==> config.mk <==
export PLATFORM = sky130hd
export DESIGN_NAME = fp8_add_arbiter_flat
export DESIGN_NICKNAME = d
export VERILOG_FILES = /design/src/rtl/fp8_add_arbiter_if.sv /design/src/rtl/fp8_add_arbiter.sv /design/src/flat_wrapper.sv
export SDC_FILE = /design/constraint.sdc
export NUM_CORES = 1
export LEC_CHECK = 0
export CAP_MARGIN = 15
export CORE_ASPECT_RATIO = 2
export CORE_MARGIN = 4
export CORE_UTILIZATION = 43
export CTS_CLUSTER_DIAMETER = 60
export CTS_CLUSTER_SIZE = 8
export DETAILED_ROUTE_END_ITERATION = 8
export HOLD_SLACK_MARGIN = 0.02
export PLACE_DENSITY = 0.84
export REMOVE_ABC_BUFFERS = 1
export SETUP_SLACK_MARGIN = 0.3
export SYNTH_ARGS = -nofsm -noshare
export SYNTH_HDL_FRONTEND = slang
export SYNTH_SLANG_ARGS = --single-unit
export TNS_END_PERCENT = 100
==> constraint.sdc <==
create_clock -name clk -period 2.6 [get_ports clk]
set_input_delay 0.26 -clock clk [delete_from_list [all_inputs] [get_ports clk]]
set_output_delay 0.26 -clock clk [all_outputs]
set_load 0.005 [all_outputs]
==> src/rtl/fp8_add_arbiter_if.sv <==
// Bus bundle for fp8_add_arbiter: two request channels, the shared adder port
// and the tagged response channel.
interface fp8_add_arbiter_if;
  logic       req0_valid, req0_ready;
  logic [7:0] req0_a, req0_b;
  logic       req1_valid, req1_ready;
  logic [7:0] req1_a, req1_b;
  logic       add_en_o;
  logic [7:0] add_a_o, add_b_o;
  logic [7:0] add_sum_i;
  logic       rsp_valid, rsp_ready;
  logic       rsp_id;
  logic [7:0] rsp_sum;
  logic [1:0] rsp_exc;

  // slave: the arbiter itself
  modport slave (
    input  req0_valid, req0_a, req0_b, req1_valid, req1_a, req1_b,
    input  add_sum_i, rsp_ready,
    output req0_ready, req1_ready, add_en_o, add_a_o, add_b_o,
    output rsp_valid, rsp_id, rsp_sum, rsp_exc
  );

  // master: clients plus the adder datapath
  modport master (
    output req0_valid, req0_a, req0_b, req1_valid, req1_a, req1_b,
    output add_sum_i, rsp_ready,
    input  req0_ready, req1_ready, add_en_o, add_a_o, add_b_o,
    input  rsp_valid, rsp_id, rsp_sum, rsp_exc
  );
endinterface

==> src/rtl/fp8_add_arbiter.sv <==
// Round-robin sequencer sharing one registered FP8 adder between two clients.
// Optional FP8_ARB_EXC_FLAGS_EN builds NaN/Inf flag registers on rsp_exc.
module fp8_add_arbiter #(
  parameter int ADD_LAT = 1
) (
  input  logic             clk,
  input  logic             rst_n,
  fp8_add_arbiter_if.slave bus
);

  if (ADD_LAT < 1 || ADD_LAT > 4) begin : g_bad_lat
    $error("fp8_add_arbiter: ADD_LAT must be in 1..4");
  end

  localparam logic [1:0] IDLE = 2'd0;
  localparam logic [1:0] EXEC = 2'd1;
  localparam logic [1:0] RESP = 2'd2;
  localparam logic [2:0] LAT3 = 3'(ADD_LAT);

  typedef struct packed {
    logic       id;
    logic [7:0] sum;
  } rsp_t;

  logic [1:0] state;
  logic [7:0] op_a, op_b;
  logic       last_grant;
  logic [2:0] cnt;
  rsp_t       rsp_q;
  logic       gnt_v, gnt_id, accept, capture;

  // Contention goes to whoever did not win last; a lone requester always wins.
  always_comb begin
    gnt_v  = bus.req0_valid | bus.req1_valid;
    gnt_id = bus.req1_valid;
    if (bus.req0_valid && bus.req1_valid) gnt_id = ~last_grant;
  end

  assign accept         = (state == IDLE) && gnt_v;
  assign capture        = (state == EXEC) && (cnt == 3'd0);
  assign bus.req0_ready = accept && !gnt_id;
  assign bus.req1_ready = accept &&  gnt_id;

  assign bus.add_en_o = (state == EXEC);
  assign bus.add_a_o  = (state == EXEC) ? op_a : 8'h00;
  assign bus.add_b_o  = (state == EXEC) ? op_b : 8'h00;

  assign bus.rsp_valid = (state == RESP);
  assign bus.rsp_id    = rsp_q.id;
  assign bus.rsp_sum   = rsp_q.sum;

  always_ff @(posedge clk) begin
    if (!rst_n) begin
      state      <= IDLE;
      op_a       <= 8'h00;
      op_b       <= 8'h00;
      last_grant <= 1'b1;
      cnt        <= 3'd0;
      rsp_q      <= '0;
    end else begin
      case (state)
        IDLE: if (accept) begin
          op_a       <= gnt_id ? bus.req1_a : bus.req0_a;
          op_b       <= gnt_id ? bus.req1_b : bus.req0_b;
          rsp_q.id   <= gnt_id;
          last_grant <= gnt_id;
          cnt        <= LAT3;
          state      <= EXEC;
        end
        EXEC: if (capture) begin
          rsp_q.sum <= bus.add_sum_i;
          state     <= RESP;
        end else begin
          cnt <= cnt - 3'd1;
        end
        RESP: if (bus.rsp_ready) state <= IDLE;
        default: state <= IDLE;
      endcase
    end
  end

`ifdef FP8_ARB_EXC_FLAGS_EN
  // [1] NaN: all-ones exponent with nonzero mantissa; [0] infinity of either sign
  logic [1:0] exc_q;
  always_ff @(posedge clk) begin
    if (!rst_n) begin
      exc_q <= 2'b00;
    end else if (capture) begin
      exc_q <= {(bus.add_sum_i[6:3] == 4'hF) && (bus.add_sum_i[2:0] != 3'd0),
                (bus.add_sum_i[6:0] == 7'h78)};
    end
  end
  assign bus.rsp_exc = exc_q;
`else
  assign bus.rsp_exc = 2'b00;
`endif

endmodule

==> src/flat_wrapper.sv <==
// flat-port wrapper written by rule: the top's interface ports become plain ports
module fp8_add_arbiter_flat 
#(
  parameter int ADD_LAT = 1
)
  (clk, rst_n, bus_req0_valid, bus_req0_a, bus_req0_b, bus_req1_valid, bus_req1_a, bus_req1_b, bus_add_sum_i, bus_rsp_ready, bus_req0_ready, bus_req1_ready, bus_add_en_o, bus_add_a_o, bus_add_b_o, bus_rsp_valid, bus_rsp_id, bus_rsp_sum, bus_rsp_exc);
  fp8_add_arbiter_if bus_i ();
  input  logic clk;
  input  logic rst_n;
  input wire logic [$bits(bus_i.req0_valid)-1:0] bus_req0_valid;
  input wire logic [$bits(bus_i.req0_a)-1:0] bus_req0_a;
  input wire logic [$bits(bus_i.req0_b)-1:0] bus_req0_b;
  input wire logic [$bits(bus_i.req1_valid)-1:0] bus_req1_valid;
  input wire logic [$bits(bus_i.req1_a)-1:0] bus_req1_a;
  input wire logic [$bits(bus_i.req1_b)-1:0] bus_req1_b;
  input wire logic [$bits(bus_i.add_sum_i)-1:0] bus_add_sum_i;
  input wire logic [$bits(bus_i.rsp_ready)-1:0] bus_rsp_ready;
  output wire logic [$bits(bus_i.req0_ready)-1:0] bus_req0_ready;
  output wire logic [$bits(bus_i.req1_ready)-1:0] bus_req1_ready;
  output wire logic [$bits(bus_i.add_en_o)-1:0] bus_add_en_o;
  output wire logic [$bits(bus_i.add_a_o)-1:0] bus_add_a_o;
  output wire logic [$bits(bus_i.add_b_o)-1:0] bus_add_b_o;
  output wire logic [$bits(bus_i.rsp_valid)-1:0] bus_rsp_valid;
  output wire logic [$bits(bus_i.rsp_id)-1:0] bus_rsp_id;
  output wire logic [$bits(bus_i.rsp_sum)-1:0] bus_rsp_sum;
  output wire logic [$bits(bus_i.rsp_exc)-1:0] bus_rsp_exc;
  assign bus_i.req0_valid = bus_req0_valid;
  assign bus_i.req0_a = bus_req0_a;
  assign bus_i.req0_b = bus_req0_b;
  assign bus_i.req1_valid = bus_req1_valid;
  assign bus_i.req1_a = bus_req1_a;
  assign bus_i.req1_b = bus_req1_b;
  assign bus_i.add_sum_i = bus_add_sum_i;
  assign bus_i.rsp_ready = bus_rsp_ready;
  assign bus_req0_ready = bus_i.req0_ready;
  assign bus_req1_ready = bus_i.req1_ready;
  assign bus_add_en_o = bus_i.add_en_o;
  assign bus_add_a_o = bus_i.add_a_o;
  assign bus_add_b_o = bus_i.add_b_o;
  assign bus_rsp_valid = bus_i.rsp_valid;
  assign bus_rsp_id = bus_i.rsp_id;
  assign bus_rsp_sum = bus_i.rsp_sum;
  assign bus_rsp_exc = bus_i.rsp_exc;
  fp8_add_arbiter #(.ADD_LAT(ADD_LAT)) u_core (.clk(clk), .rst_n(rst_n), .bus(bus_i));
endmodule
==> results by group <==
Clocking
  • Worst-Skew Late Latency: 290 ps
  • Clock buffer count from CTS: 5
  • CTS sink cnt: 31
  • Root buf cell: clkbuf_8
  • CTS tree: yes
  • CTS max path bufs: 2
  • Clock slew at reported path FFs: approximately 60 ps
  • H-tree depth: 2
  • CTS Hold Buffers Added: 0

Worst setup path
  • Crit Path Max Fanout: 10
  • Setup CP Type: input pin to output port
  • Worst path slowest cell: clkdlybuf4s50_1
  • Worst EP required: around 2300 ps
  • Worst-path cell chain: clkdlybuf4s50_1, or2_1, and3_1, clkdlybuf4s50_1
  • Family with the most delay on the worst path: buffers and inverters
  • CP bufs+invs: 2
  • Crit-path most repeated cell: clkdlybuf4s50_1
  • CP Launch Type: input pin
  • Crit end category: output port
  • Worst endpoint data arrival time: about 1900 ps
  • Delay of the slowest critical-path stage: 530 ps

Floorplan
  • Core Area: 3450 sq um
  • Die ar.: 4760 sq um
  • Top Ports: 76
  • Starting Density: 45.7%
  • DIE WIDTH: 50.9 um
  • Row count: 30
  • Die Height: between 90 and 100 um

Pwr
  • P_int: 0.00102 W
  • Lkg Pwr: between 0.9 and 1 nW
  • Psw: 0.000411 W
  • Worst VDD drop: ~0.42 mV
  • Sw Share: between 20% and 30%
  • Cell area power density: 592 nW/um^2
  • Comb power frac: a little under a third
  • Clock group share of total power: 28.9%
  • Sequential share of power: 40.1%

Synthesis
  • Avg Cell Area, Syn: 8.77 sq um
  • #FFs+latches synth: 31
  • Register area share after synthesis: roughly two fifths
  • Area contributors post-synth: dfxtp_1 39%, a311oi_2 8.6%, nand2_1 7.6%, and2_1 7.1%, mux2i_1 6.3%
  • Post-synth top area cell: dfxtp_1
  • Synth Cell Area: ~1600 sq um
  • Yosys cell types: 31
  • Mapped Cells: 180
  • YS warnings: 0
  • Synth top area share: 39.3%

Cells and area
  • # diodes: 0
  • Final net count: 297
  • Share of cells above drive strength 1: 10.8%
  • Most frequent cells in the layout: 73 x clkdlybuf4s50_1, 32 x nand2_1, 31 x dfxtp_1
  • Post-route insts no fill: 299
  • Most common cell after layout, fill and taps aside: clkdlybuf4s50_1
  • Synthesis-to-layout area growth: 53.3%

Global routing
  • GRT overflow: 0
  • Overall Global Routing Usage: 18.5%
  • Largest net degree at the start of global routing: 21
  • Vias in the first global route: 1460
  • Initial antenna violation count: 0
  • First-pass GRT wire length: 6710 um

Drt
  • Met2 WL: roughly 2300 um
  • Initial drt markers: 32
  • Antenna-violating nets left: 0
  • Uppermost layer routed: met4
  • First-pass iteration count of the detailed router: 5
  • Vias post-DR: 1561
  • Wl on met1: 1570 um
  • WL final: 4250 um
  • DR WL met3: roughly 260 um
  • Vias per cell: 5.22
  • Drt drc: 0
  • Routed wire length per instance: around 14 um

STA
  • Fmax: 473 MHz
  • Final setup skew: 2.94 ps
  • Relative slew slack: 40.5%
  • Final Max Slew Viols: 0
  • Tcrit/Tclk final: about 81%
  • Setup tns final: 0 ps
  • Final Setup Violations: 0
  • Final hold violations: 0
  • Tightest Pin Transition: 893 ps
  • Post-layout min period: 2110 ps
  • RSZ-0062 raised after global routing: false

Place
  • PortBufs: 73
  • GP Congestion: 0.740
  • Placed cell count: slightly below 300
  • Dpl hpwl: 3170 um

Status
  • Outcome: completed

Flow run
  • Max Cap Violations: 0

Min path
  • Hold Crit Class: flip-flop to flip-flop
==> cells by family (layout without fill, tap and decap cells) <==
logic type	count (synthesis)	in the layout	share of synthesized area, %
simple gates	73	73	22.5
compound gates	42	42	22.7
flops	31	31	39.3
buf+inv	21	91	7.29
mux	10	10	6.34
fa+ha+maj	2	2	1.58
other cells	1	2	0.237
==> synthesized netlist by cell type (all sizes together) <==
library cell	count
nor2b	2
inv	4
nand2b	1
or2	1
a21bo	1
a21oi	18
o31a	1
clkbuf	5
a31oi	1
o41ai	1
o21ai	1
nand4b	1
and3	2
conb	1
and2	18
o21a	1
nand3b	1
and4bb	1
nor3	3
ha	2
nand2	32
a21boi	2
buf	12
a311oi	16
mux2i	10
dfxtp	31
nor2	11
==> tightest hold or removal path: cells and delay by family (launching register included) <==
family / cells / cell delay [ps]
flops: 1 / 320
mux: 1 / 60
simple gates: 1 / 70
==> layout make-up <==
| type | instances | area (sq um) |
|---|---|---|
| sequential | 31 | 621 |
| inverter | 4 | 15.0 |
| clock buffer | 8 | 100 |
| timing repair buffer | 79 | 776 |
| multi-input combinational | 129 | 850 |
| fill | 285 | 1030 |
| tap | 48 | 60.1 |
==> worst paths after layout <==
path | start | end | slack [ps] | cells after the start
hold / removal | u_core.bus.rsp_sum[7]$_SDFFE_PN0P_ | u_core.bus.rsp_sum[7]$_SDFFE_PN0P_ | 490 | 2
hold reg to reg | u_core.bus.rsp_sum[7]$_SDFFE_PN0P_ | u_core.bus.rsp_sum[7]$_SDFFE_PN0P_ | 490 | 2
setup reg to reg | u_core.state[1]$_SDFFE_PN0P_ | u_core.op_b[1]$_SDFFE_PN0P_ | 720 | 3
setup / recovery | bus_req0_valid | bus_req0_ready | 490 | 4
==> power groups by stage <==
stage | clock [W] | sequential (W) | combinational [W]
floorplan | 0 | 0.000576 | 0.000231
global placement | 0 | 0.000581 | 0.000437
detailed placement | 0 | 0.000583 | 0.000446
CTS | 0.000420 | 0.000573 | 0.000449
global route | 0.000441 | 0.000582 | 0.000486
finish | 0.000415 | 0.000575 | 0.000444
==> sequential cells by signal, summed over array words and instances, names as in the netlist <==
register and count:
u_core.bus.rsp_id 1, u_core.op_b 8, u_core.bus.rsp_sum 8, u_core.last_grant 1, u_core.op_a 8, u_core.state 2
u_core.cnt 3
==> per-layer routing <==
metal	vias up	GRT usage, %
li1	762	-
met1	734	20.0
met2	55	32.5
met3	10	4.45
met4	0	9.66
met5	-	0
==> metrics by stage <==
stage	instance area, sq um	utilization [%]	worst slack, ps	power [W]	hold WS (ps)
2_1_floorplan	1480	-	635	0.000807	336
3_3_place_gp	2320	67.1	411	0.00102	472
3_5_place_dp	2320	67.1	350	0.00103	484
4_1_cts	2420	70.0	392	0.00144	499
5_1_grt	2420	70.1	418	0.00151	530
6_report	2420	70.1	487	0.00143	490
==> timing repair <==
| item | 4_1_cts | 5_1_grt |
|---|---|---|
| endpoints found under the hold margin | 0 | 0 |
| setup buffers | 0 | 0 |
| resized for setup | 0 | 1 |
| endpoints found under the setup margin | 0 | 1 |
Note: power is estimated with default switching activity, not from simulation.
